`config.mk`:
```
export PLATFORM = sky130hd
export DESIGN_NAME = g_out_pwm_flat
export DESIGN_NICKNAME = d
export VERILOG_FILES = /design/src/rtl/fuzzy_pkg.sv /design/src/rtl/g_out_pwm_if.sv /design/src/rtl/pwm_prescaler.sv /design/src/rtl/g_out_pwm.sv /design/src/flat_wrapper.sv
export SDC_FILE = /design/constraint.sdc
export NUM_CORES = 1
export LEC_CHECK = 0
export ABC_AREA = 1
export ABC_CLOCK_PERIOD_IN_PS = 2700
export CAP_MARGIN = 20
export CORE_ASPECT_RATIO = 1.5
export CORE_MARGIN = 1
export CORE_UTILIZATION = 45
export DETAILED_ROUTE_END_ITERATION = 12
export GPL_TIMING_DRIVEN = 0
export PLACE_DENSITY_LB_ADDON = 0.1
export SLEW_MARGIN = 30
export SYNTH_ARGS = -nofsm -noshare
export SYNTH_HDL_FRONTEND = slang
export SYNTH_SLANG_ARGS = --single-unit
```
`constraint.sdc`:
```
create_clock -name clk -period 2.7 [get_ports clk]
set_input_delay 0.54 -clock clk [delete_from_list [all_inputs] [get_ports clk]]
set_output_delay 0.54 -clock clk [all_outputs]
set_load 0.005 [all_outputs]
```
`src/rtl/fuzzy_pkg.sv`:
```
// Shared types and constants for the fuzzy coprocessor actuator stage.
// slew_toward() moves a duty value toward a target without overshooting it.
package fuzzy_pkg;

   typedef logic [7:0] duty_t;

   localparam duty_t PWM_TOP    = 8'd254;
   localparam int    PWM_PERIOD = 255;

   // The step and both bounds are computed in 9 bits, then clamped to 0..255 and to the target.
   function automatic duty_t slew_toward(duty_t cur, duty_t tgt, duty_t step);
      logic [8:0] up;
      logic [8:0] dn;
      up = {1'b0, cur} + {1'b0, step};
      dn = ({1'b0, cur} >= {1'b0, step}) ? ({1'b0, cur} - {1'b0, step}) : 9'd0;
      if (tgt > cur) begin
         return (up > {1'b0, tgt}) ? tgt : up[7:0];
      end else if (tgt < cur) begin
         return (dn < {1'b0, tgt}) ? tgt : dn[7:0];
      end
      return cur;
   endfunction

endpackage

```
`src/rtl/g_out_pwm_if.sv`:
```
// Controller-to-actuator bundle for g_out_pwm.
// The master side drives results and control; the slave side returns the PWM status.
interface g_out_pwm_if;
   import fuzzy_pkg::*;

   logic  en;
   logic  valid;
   duty_t G_out;
   logic  clr_trip;
   logic  pwm_out;
   duty_t duty_cur;
   logic  period_tick;
   logic  wdog_trip;

   modport master (
      output en, valid, G_out, clr_trip,
      input  pwm_out, duty_cur, period_tick, wdog_trip
   );

   modport slave (
      input  en, valid, G_out, clr_trip,
      output pwm_out, duty_cur, period_tick, wdog_trip
   );

endinterface

```
`src/rtl/pwm_prescaler.sv`:
```
// Divides clk into PWM count ticks: counts 0..PRESCALE-1 and ticks on the terminal count.
// Held at zero while disabled so each enabled stretch starts from a clean phase.
module pwm_prescaler #(
   parameter int PRESCALE = 1
) (
   input  logic clk,
   input  logic rst,
   input  logic en,
   output logic tick
);

   localparam int PW = (PRESCALE > 1) ? $clog2(PRESCALE) : 1;
   localparam logic [PW-1:0] LAST = PW'(PRESCALE - 1);

   logic [PW-1:0] pcnt_q;
   logic [PW-1:0] pcnt_d;

   always_comb begin
      pcnt_d = pcnt_q;
      tick   = 1'b0;
      if (!en) begin
         pcnt_d = '0;
      end else if (pcnt_q == LAST) begin
         pcnt_d = '0;
         tick   = 1'b1;
      end else begin
         pcnt_d = pcnt_q + 1'b1;
      end
   end

   always_ff @(posedge clk) begin
      if (rst) pcnt_q <= '0;
      else     pcnt_q <= pcnt_d;
   end

endmodule

```
`src/rtl/g_out_pwm.sv`:
```
// Actuator stage: captures G_out results, drives a 255-tick PWM frame with boundary-aligned duty updates,
// and forces SAFE_DUTY when the period watchdog trips. Macro G_OUT_PWM_SLEW_EN enables slew limiting.
module g_out_pwm
   import fuzzy_pkg::*;
#(
   parameter int PRESCALE     = 1,
   parameter int WDOG_PERIODS = 16,
   parameter int SAFE_DUTY    = 0,
   parameter int SLEW_STEP    = 8
) (
   input  logic        clk,
   input  logic        rst,
   g_out_pwm_if.slave  bus
);

   localparam int WW = $clog2(WDOG_PERIODS + 1);
   localparam logic [WW-1:0] WDOG_LAST = WW'(WDOG_PERIODS - 1);
   localparam logic [WW-1:0] WDOG_MAX  = WW'(WDOG_PERIODS);

   generate
      if (PRESCALE < 1 || WDOG_PERIODS < 1 || SLEW_STEP < 1 || SAFE_DUTY < 0 || SAFE_DUTY > 255) begin : g_bad_cfg
         $error("g_out_pwm: parameter out of range");
      end
   endgenerate

   logic          tick;
   logic          boundary;
   logic          en_rise;
   logic          upd;
   logic          trip_set;
   duty_t         cnt_q, cnt_d;
   duty_t         duty_cur_q, duty_cur_d;
   duty_t         pend_q, pend_d;
   logic          pend_vld_q, pend_vld_d;
   logic [WW-1:0] wdog_q, wdog_d;
   logic          trip_q, trip_d;
   logic          en_q;
   logic          pwm_q, pwm_d;
   logic          ptick_q, ptick_d;
`ifdef G_OUT_PWM_SLEW_EN
   duty_t         target_q, target_d;
   duty_t         tgt;
`endif

   pwm_prescaler #(.PRESCALE(PRESCALE)) u_prescaler (
      .clk  (clk),
      .rst  (rst),
      .en   (bus.en),
      .tick (tick)
   );

   always_comb begin
      cnt_d      = cnt_q;
      duty_cur_d = duty_cur_q;
      pend_d     = pend_q;
      pend_vld_d = pend_vld_q;
      wdog_d     = wdog_q;
`ifdef G_OUT_PWM_SLEW_EN
      target_d   = target_q;
      tgt        = pend_vld_q ? pend_q : target_q;
`endif
      boundary   = tick && (cnt_q == PWM_TOP);
      // The first enabled cycle after en rises refreshes the duty but is not a real period end.
      en_rise    = bus.en && !en_q;
      upd        = boundary || en_rise;
      trip_set   = boundary && !bus.valid && (wdog_q == WDOG_LAST);

      if (!bus.en)   cnt_d = '0;
      else if (tick) cnt_d = boundary ? '0 : cnt_q + 8'd1;

      if (bus.valid) begin
         pend_d     = bus.G_out;
         pend_vld_d = 1'b1;
      end

      if (!bus.en || bus.valid || bus.clr_trip) wdog_d = '0;
      else if (boundary && wdog_q != WDOG_MAX)  wdog_d = wdog_q + 1'b1;

      if (trip_set)          trip_d = 1'b1;
      else if (bus.clr_trip) trip_d = 1'b0;
      else                   trip_d = trip_q;

      if (upd) begin
         if (trip_d) begin
            duty_cur_d = duty_t'(SAFE_DUTY);
         end else begin
`ifdef G_OUT_PWM_SLEW_EN
            target_d   = tgt;
            duty_cur_d = slew_toward(duty_cur_q, tgt, duty_t'(SLEW_STEP));
`else
            if (pend_vld_q) duty_cur_d = pend_q;
`endif
            // A result arriving on the update cycle itself stays pending for the next one.
            if (pend_vld_q) pend_vld_d = bus.valid;
         end
      end

      pwm_d   = bus.en && (cnt_q < duty_cur_q);
      ptick_d = boundary;
   end

   always_ff @(posedge clk) begin
      if (rst) begin
         cnt_q      <= '0;
         duty_cur_q <= '0;
         pend_q     <= '0;
         pend_vld_q <= 1'b0;
         wdog_q     <= '0;
         trip_q     <= 1'b0;
         en_q       <= 1'b0;
         pwm_q      <= 1'b0;
         ptick_q    <= 1'b0;
`ifdef G_OUT_PWM_SLEW_EN
         target_q   <= '0;
`endif
      end else begin
         cnt_q      <= cnt_d;
         duty_cur_q <= duty_cur_d;
         pend_q     <= pend_d;
         pend_vld_q <= pend_vld_d;
         wdog_q     <= wdog_d;
         trip_q     <= trip_d;
         en_q       <= bus.en;
         pwm_q      <= pwm_d;
         ptick_q    <= ptick_d;
`ifdef G_OUT_PWM_SLEW_EN
         target_q   <= target_d;
`endif
      end
   end

   assign bus.pwm_out     = pwm_q;
   assign bus.duty_cur    = duty_cur_q;
   assign bus.period_tick = ptick_q;
   assign bus.wdog_trip   = trip_q;

endmodule
```
`src/flat_wrapper.sv`:
```
// flat-port wrapper written by rule: the top's interface ports become plain ports
module g_out_pwm_flat import fuzzy_pkg::*;
#(
   parameter int PRESCALE     = 1,
   parameter int WDOG_PERIODS = 16,
   parameter int SAFE_DUTY    = 0,
   parameter int SLEW_STEP    = 8
)
  (clk, rst, bus_en, bus_valid, bus_G_out, bus_clr_trip, bus_pwm_out, bus_duty_cur, bus_period_tick, bus_wdog_trip);
  g_out_pwm_if bus_i ();
  input  logic clk;
  input  logic rst;
  input wire logic [$bits(bus_i.en)-1:0] bus_en;
  input wire logic [$bits(bus_i.valid)-1:0] bus_valid;
  input wire logic [$bits(bus_i.G_out)-1:0] bus_G_out;
  input wire logic [$bits(bus_i.clr_trip)-1:0] bus_clr_trip;
  output wire logic [$bits(bus_i.pwm_out)-1:0] bus_pwm_out;
  output wire logic [$bits(bus_i.duty_cur)-1:0] bus_duty_cur;
  output wire logic [$bits(bus_i.period_tick)-1:0] bus_period_tick;
  output wire logic [$bits(bus_i.wdog_trip)-1:0] bus_wdog_trip;
  assign bus_i.en = bus_en;
  assign bus_i.valid = bus_valid;
  assign bus_i.G_out = bus_G_out;
  assign bus_i.clr_trip = bus_clr_trip;
  assign bus_pwm_out = bus_i.pwm_out;
  assign bus_duty_cur = bus_i.duty_cur;
  assign bus_period_tick = bus_i.period_tick;
  assign bus_wdog_trip = bus_i.wdog_trip;
  g_out_pwm #(.PRESCALE(PRESCALE), .WDOG_PERIODS(WDOG_PERIODS), .SAFE_DUTY(SAFE_DUTY), .SLEW_STEP(SLEW_STEP)) u_core (.clk(clk), .rst(rst), .bus(bus_i));
endmodule
```
Word level (Yosys, flattened, before mapping)
Index checks and enable logic that the tools add are counted.
Operators by class
  add/sub/neg operators: 3
  $lt $le $gt $ge: 1
  equal/unequal tests: 3
  multiplexer cells: 11
  bitwise gates (word level): 2
  reduce and logical (&&, ||, !) cells: 17
Operator list (number)
  two-way mux 8 bit: 3
  adder 8 x 1 -> 8 bit (second input constant): 1
  == test 8 bit (second input constant): 1
  < comparator 8 bit: 1
  two-way mux 1 bit: 8
  logical AND 1 bit: 6
  adder 5 x 1 -> 5 bit (second input constant): 1
  == test 5 x 4 -> 1 bit (second input constant): 1
  != test 5 bit (second input constant): 1
  OR reduction 2 bit: 2
  zero test 1 bit: 3
  logical OR 1 bit: 3
  OR reduction 3 bit: 1
  inverter 1 bit: 2
  AND reduction 2 bit: 1
  nonzero test 2 bit: 1
  adder 1 bit (second input constant): 1
Storage, ports and cells
  bits in registers: 35
  output and inout port bits: 11
  word-level logic and storage cells: 47

Logic depth before layout (Yosys ltp)
  word-level depth: 8
  depth in mapped cells: 11
  depth with buffers taken out: 11

Hierarchy
Synthesis repeated with hierarchy kept, for this count alone.
Second synthesis, totals
  cells, all modules: 214
  area, all modules: 1654.1 µm²
By module, submodules not included
  g_out_pwm: instances 1, cells an instance 210, area an instance 1620.3 µm², sequential area each 680.7 µm²
  pwm_prescaler: instances 1, cells an instance 4, area an instance 33.8 µm², sequential area each 20.0 µm²

Worst setup path after synthesis
No wires, ideal clock.
  path kind: register -> register
  from: register u_core.wdog_q[0]
  to: register u_core.duty_cur_q[6] (netlist: u_core.bus.duty_cur[6])
  setup time: 0.070 ns
  data arrival time: 1.419 ns
  path slack: 1.210 ns
  cell stages (with the launch flop): 12
  buffers on the path: 0
  period minus slack after synthesis: 1.490 ns
  cell sequence: dfxtp_1 ha_1 nand2_1 nor2_1 ha_1 inv_1 nor2_1 nand4_1 nand2_1 nor2_8 nand3_1 a21oi_1
On the way
  word-level cells in the longest chain between the ends: 5
RTL lines
  start, declared: RTL line g_out_pwm.sv:35  | logic [WW-1:0] wdog_q, wdog_d;
  start signal, assigned: RTL line g_out_pwm.sv:121  | wdog_q <= wdog_d;
  == test 5 x 4 -> 1 bit (*): RTL line g_out_pwm.sv:66  | trip_set = boundary && !bus.valid && (wdog_q == WDOG_LAST);
  logical AND 1 bit (*): RTL line g_out_pwm.sv:66
  two-way mux 1 bit (*): RTL line g_out_pwm.sv:79  | if (trip_set) trip_d = 1'b1;
  nonzero test 2 bit (no source line)
  AND reduction 2 bit (no source line)
  end signal, assigned: RTL line g_out_pwm.sv:118  | duty_cur_q <= duty_cur_d;
  end, declared: RTL line g_out_pwm.sv:32  | duty_t duty_cur_q, duty_cur_d;
Every way passes the cells marked *; elsewhere a longest branch is shown, timed or not.
A chain may end at the register's enable or synchronous reset.

Worst setup path in the final report
  from: input port rst
  to: register u_core.ptick_q (netlist: u_core.bus.period_tick)
RTL lines
  start, declared: RTL line flat_wrapper.sv:12  | input logic rst;
  end signal, assigned: RTL line g_out_pwm.sv:125  | ptick_q <= ptick_d;
  end, declared: RTL line g_out_pwm.sv:39  | logic ptick_q, ptick_d;
No word-level cell between the ends.

==> reports/results.tsv <==
stage	metric	value	unit
power_and_ir_drop	power.share.switching	0.2208	
synth	yosys_reg_bits	35	
critical_path	worstPathRequired	2850	ps
cts	cts_resized	0	
detailed_routing	drt_iter0_drc	33	
cts	clockRootBuffer	clkbuf_8	
placed_design	placement.io_buffers	22	
cts	path_clk_slew	70	ps
critical_path	critical_path.n_buffers_inverters	3	
layout	nFillCells	333	
critical_path	cp_slowest_stage_delay	500	ps
global_route	global_route.overflow_total	0	
critical_path	worstSetupStartpointType	input pin	
layout	final_core_utilization	0.5820	
cts	cts_tree	yes	
detailed_routing	avgRoutedWirePerCell	10.90	um
layout	nNetsFinal	267	
sta	final_total_negative_setup_slack	0	ps
floorplan	die-height	75.81	um
critical_path	crit_path_start	rst	
worst_hold_path	timing.hold.worst.class	flop to flop	
global_route	grt_pass1_vias	1241	
layout	post_route_cells_drive_above_1_share	0.08230	
cts	cts_hold_repair.buffers	0	
detailed_routing	antenna_violating_nets_post_route	0	
power_and_ir_drop	power.combinational.fraction	0.071	
critical_path	worst-path-max-fanout	10	
layout	antenna_cells_inserted	0	
floorplan	fp.coreArea	3448	sq um
critical_path	chain_of_cells_forming_the_critical_path	clkdlybuf4s50_1 > clkbuf_1 > clkbuf_1 > nor2_1	
detailed_routing	routed_wirelength	3.106	mm
sta	achievable-frequency	543.6	MHz
cts	clock-sinks	35	
critical_path	timing.critical_path.max_delay_family	buffers and inverters	
critical_path	crit_path_end_kind	flop	
cts	clock_tree.htree_level_count	2	
power_and_ir_drop	static-leakage-power	0.7540	nW
global_route	groute.usage.overall	0.1884	
cts	worst_skew_pair.late_latency	280	ps
critical_path	crit_path_frequent_cell	clkbuf_1	
power_and_ir_drop	share_clk_of_total_power	0.404	
synth	number_of_warning_messages_in_the_yosys_log	0	
power_and_ir_drop	sw_power	0.2255	mW
global_route	initial_antenna_violation_count	0	
sta	hold_viol	0	
synth	ys_types	29	
power_and_ir_drop	seqPwrFrac	0.525	
layout	syn2layout_area_growth	22.82	%
sta	drv_slew	0	
detailed_routing	drc	0	
floorplan	die_w	51.20	um
synth	netlist_area	1634	sq um
placed_design	dpl_cell_area	1907	sq um
floorplan	die_area	3881	sq um
critical_path	worstSetupPathType	input pin to flop	
power_and_ir_drop	internal_power	0.7955	mW
sta	finClkSkew	2.707	ps
outcome	status	finished clean	
placed_design	hpwl	2.373	mm
power_and_ir_drop	cellPowerDensity	508.7	nW/um^2
cts	tritoncts.num_buffers	5	
power_and_ir_drop	p_total	1.021	mW
sta	layout_worst_path_cycle_share	0.6814	
cts	worst_case_clock_buffer_depth	2	
synth	synth_fp_nets	238	
flow_run	drv_cap	0	
layout	final_design_area_no_fill	2007	sq um
floorplan	top_ports	24	
floorplan	fp-row-count	26	
floorplan	start_util	0.4739	
cts	cts_setup_buffers	0	
global_route	first_pass_grt_wire_length	5.333	mm
worst_hold_path	worstHoldStart	u_core.pend_q[0]$_SDFFE_PP0P_	
sta	holdWs	458.8	ps
placed_design	routabilityCongestion	0.7412	
sta	setup_violations	0	
critical_path	crit_slowest_cell	clkdlybuf4s50_1	
critical_path	worst_r2r_startpoint	u_core.wdog_q[0]$_SDFFE_PP0P_	
global_route	grt_max_degree	11	
sta	final_period_minus_worst_setup_slack	1840	ps
synth	post_synth.cell_area_avg	7.672	sq um
detailed_routing	drt-vias-per-instance	4.733	
sta	grt_setup_unrepaired	no	
power_and_ir_drop	max-vdd-ir-drop	0.5237	mV
detailed_routing	firstDrtPassIters	4	
critical_path	arrival	1990	ps
synth	synth.yosys.seq_area_share	0.4288	
detailed_routing	via_count	1349	
synth	post_syn_instances	213	
cell usage in the layout (no fill, tap or decap), types with 2 or more instances in the layout:
master	n
o21ai_1	2
nand2_1	52
o21ai_0	3
inv_2	2
nor2_4	2
a21oi_1	26
nand2_2	2
xor2_1	4
ha_1	12
nor2_1	15
inv_1	22
clkdlybuf4s50_1	22
dfxtp_1	35
clkbuf_8	7
clkbuf_1	4
nand3_1	17
nor2_2	2
cell type report:
cell class / count / area (sq um) / area share
buffer: 4 / 16.27 / 0.008105
clock buffer: 8 / 100.1 / 0.04988
inverter: 25 / 93.84 / 0.04676
multi-input combinational: 149 / 823.3 / 0.4102
sequential: 35 / 700.7 / 0.3491
tap: 42 / 52.55 / 0.02618
timing repair buffer: 22 / 220.2 / 0.1097
power by group through the flow:
stage | logic (mW) | registers, mW | clock network (mW)
floorplan | 0.0419 | 0.546 | 0
finish | 0.0726 | 0.536 | 0.412
CTS | 0.0737 | 0.536 | 0.425
global placement | 0.0726 | 0.548 | 0
global route | 0.0816 | 0.538 | 0.451
detailed placement | 0.0732 | 0.548 | 0
state kept, by name (all words and copies together) (netlist names):
name                       flops
u_core.bus.duty_cur            8
u_core.cnt_q                   8
u_core.pend_q                  8
u_core.wdog_q                  5
u_core.bus.period_tick         1
u_core.bus.pwm_out             1
u_core.bus.wdog_trip           1
u_core.en_q                    1
u_core.pend_vld_q              1
u_core.u_prescaler.pcnt_q      1
per-stage QoR:
stage | std cells | setup slack (ps)
after floorplan | 213 | 1210
after global placement | 277 | 585.3
after detailed placement | 277 | 555.8
after CTS | 285 | 861.7
after global routing | 285 | 744.5
final | 285 | 860.3
metal layers:
layer | GRT usage | vias up | routed length [um]
met2 | 0.3070 | 22 | 1503
li1 | - | 739 | -
met4 | 0.09259 | 0 | 68
met5 | 0 | - | 0
met1 | 0.2274 | 581 | 1422
met3 | 0.05190 | 7 | 112
synth_stat cells, drive strengths merged:
master / n / area share
a21oi: 27 / 0.085
a221oi: 1 / 0.0054
buf: 1 / 0.0031
clkbuf: 3 / 0.0069
clkinv: 1 / 0.0023
conb: 1 / 0.0023
dfxtp: 35 / 0.43
ha: 12 / 0.092
inv: 24 / 0.055
nand2: 54 / 0.13
nand3: 18 / 0.058
nand3b: 1 / 0.0046
nand4: 1 / 0.0038
nor2: 20 / 0.068
nor3: 1 / 0.0031
nor3b: 1 / 0.0046
o21ai: 5 / 0.015
or2: 2 / 0.0077
xnor2: 1 / 0.0054
xor2: 4 / 0.021
worst paths after layout:
path	end	slack (ps)	cells past startpoint
hold / removal	u_core.pend_q[0]$_SDFFE_PP0P_	460	2
hold reg to reg	u_core.pend_q[0]$_SDFFE_PP0P_	460	2
setup reg to reg	u_core.bus.duty_cur[4]$_SDFFE_PP0P_	980	11
setup / recovery	u_core.bus.period_tick$_SDFF_PP0_	860	4
tightest hold or removal path: stages, from the launching register on:
cell	delay (ps)
dfxtp_1	310
nand2_1	60
a21oi_1	50
kinds of logic after synthesis:
kind of cell,synth area share
simple gates,0.2772
fa+ha+maj,0.09188
buf+inv,0.06738
xor+xnor,0.02680
compound gates,0.1057
flops,0.4288
other cells,0.002295
Note: power is estimated with default switching activity, not from simulation.
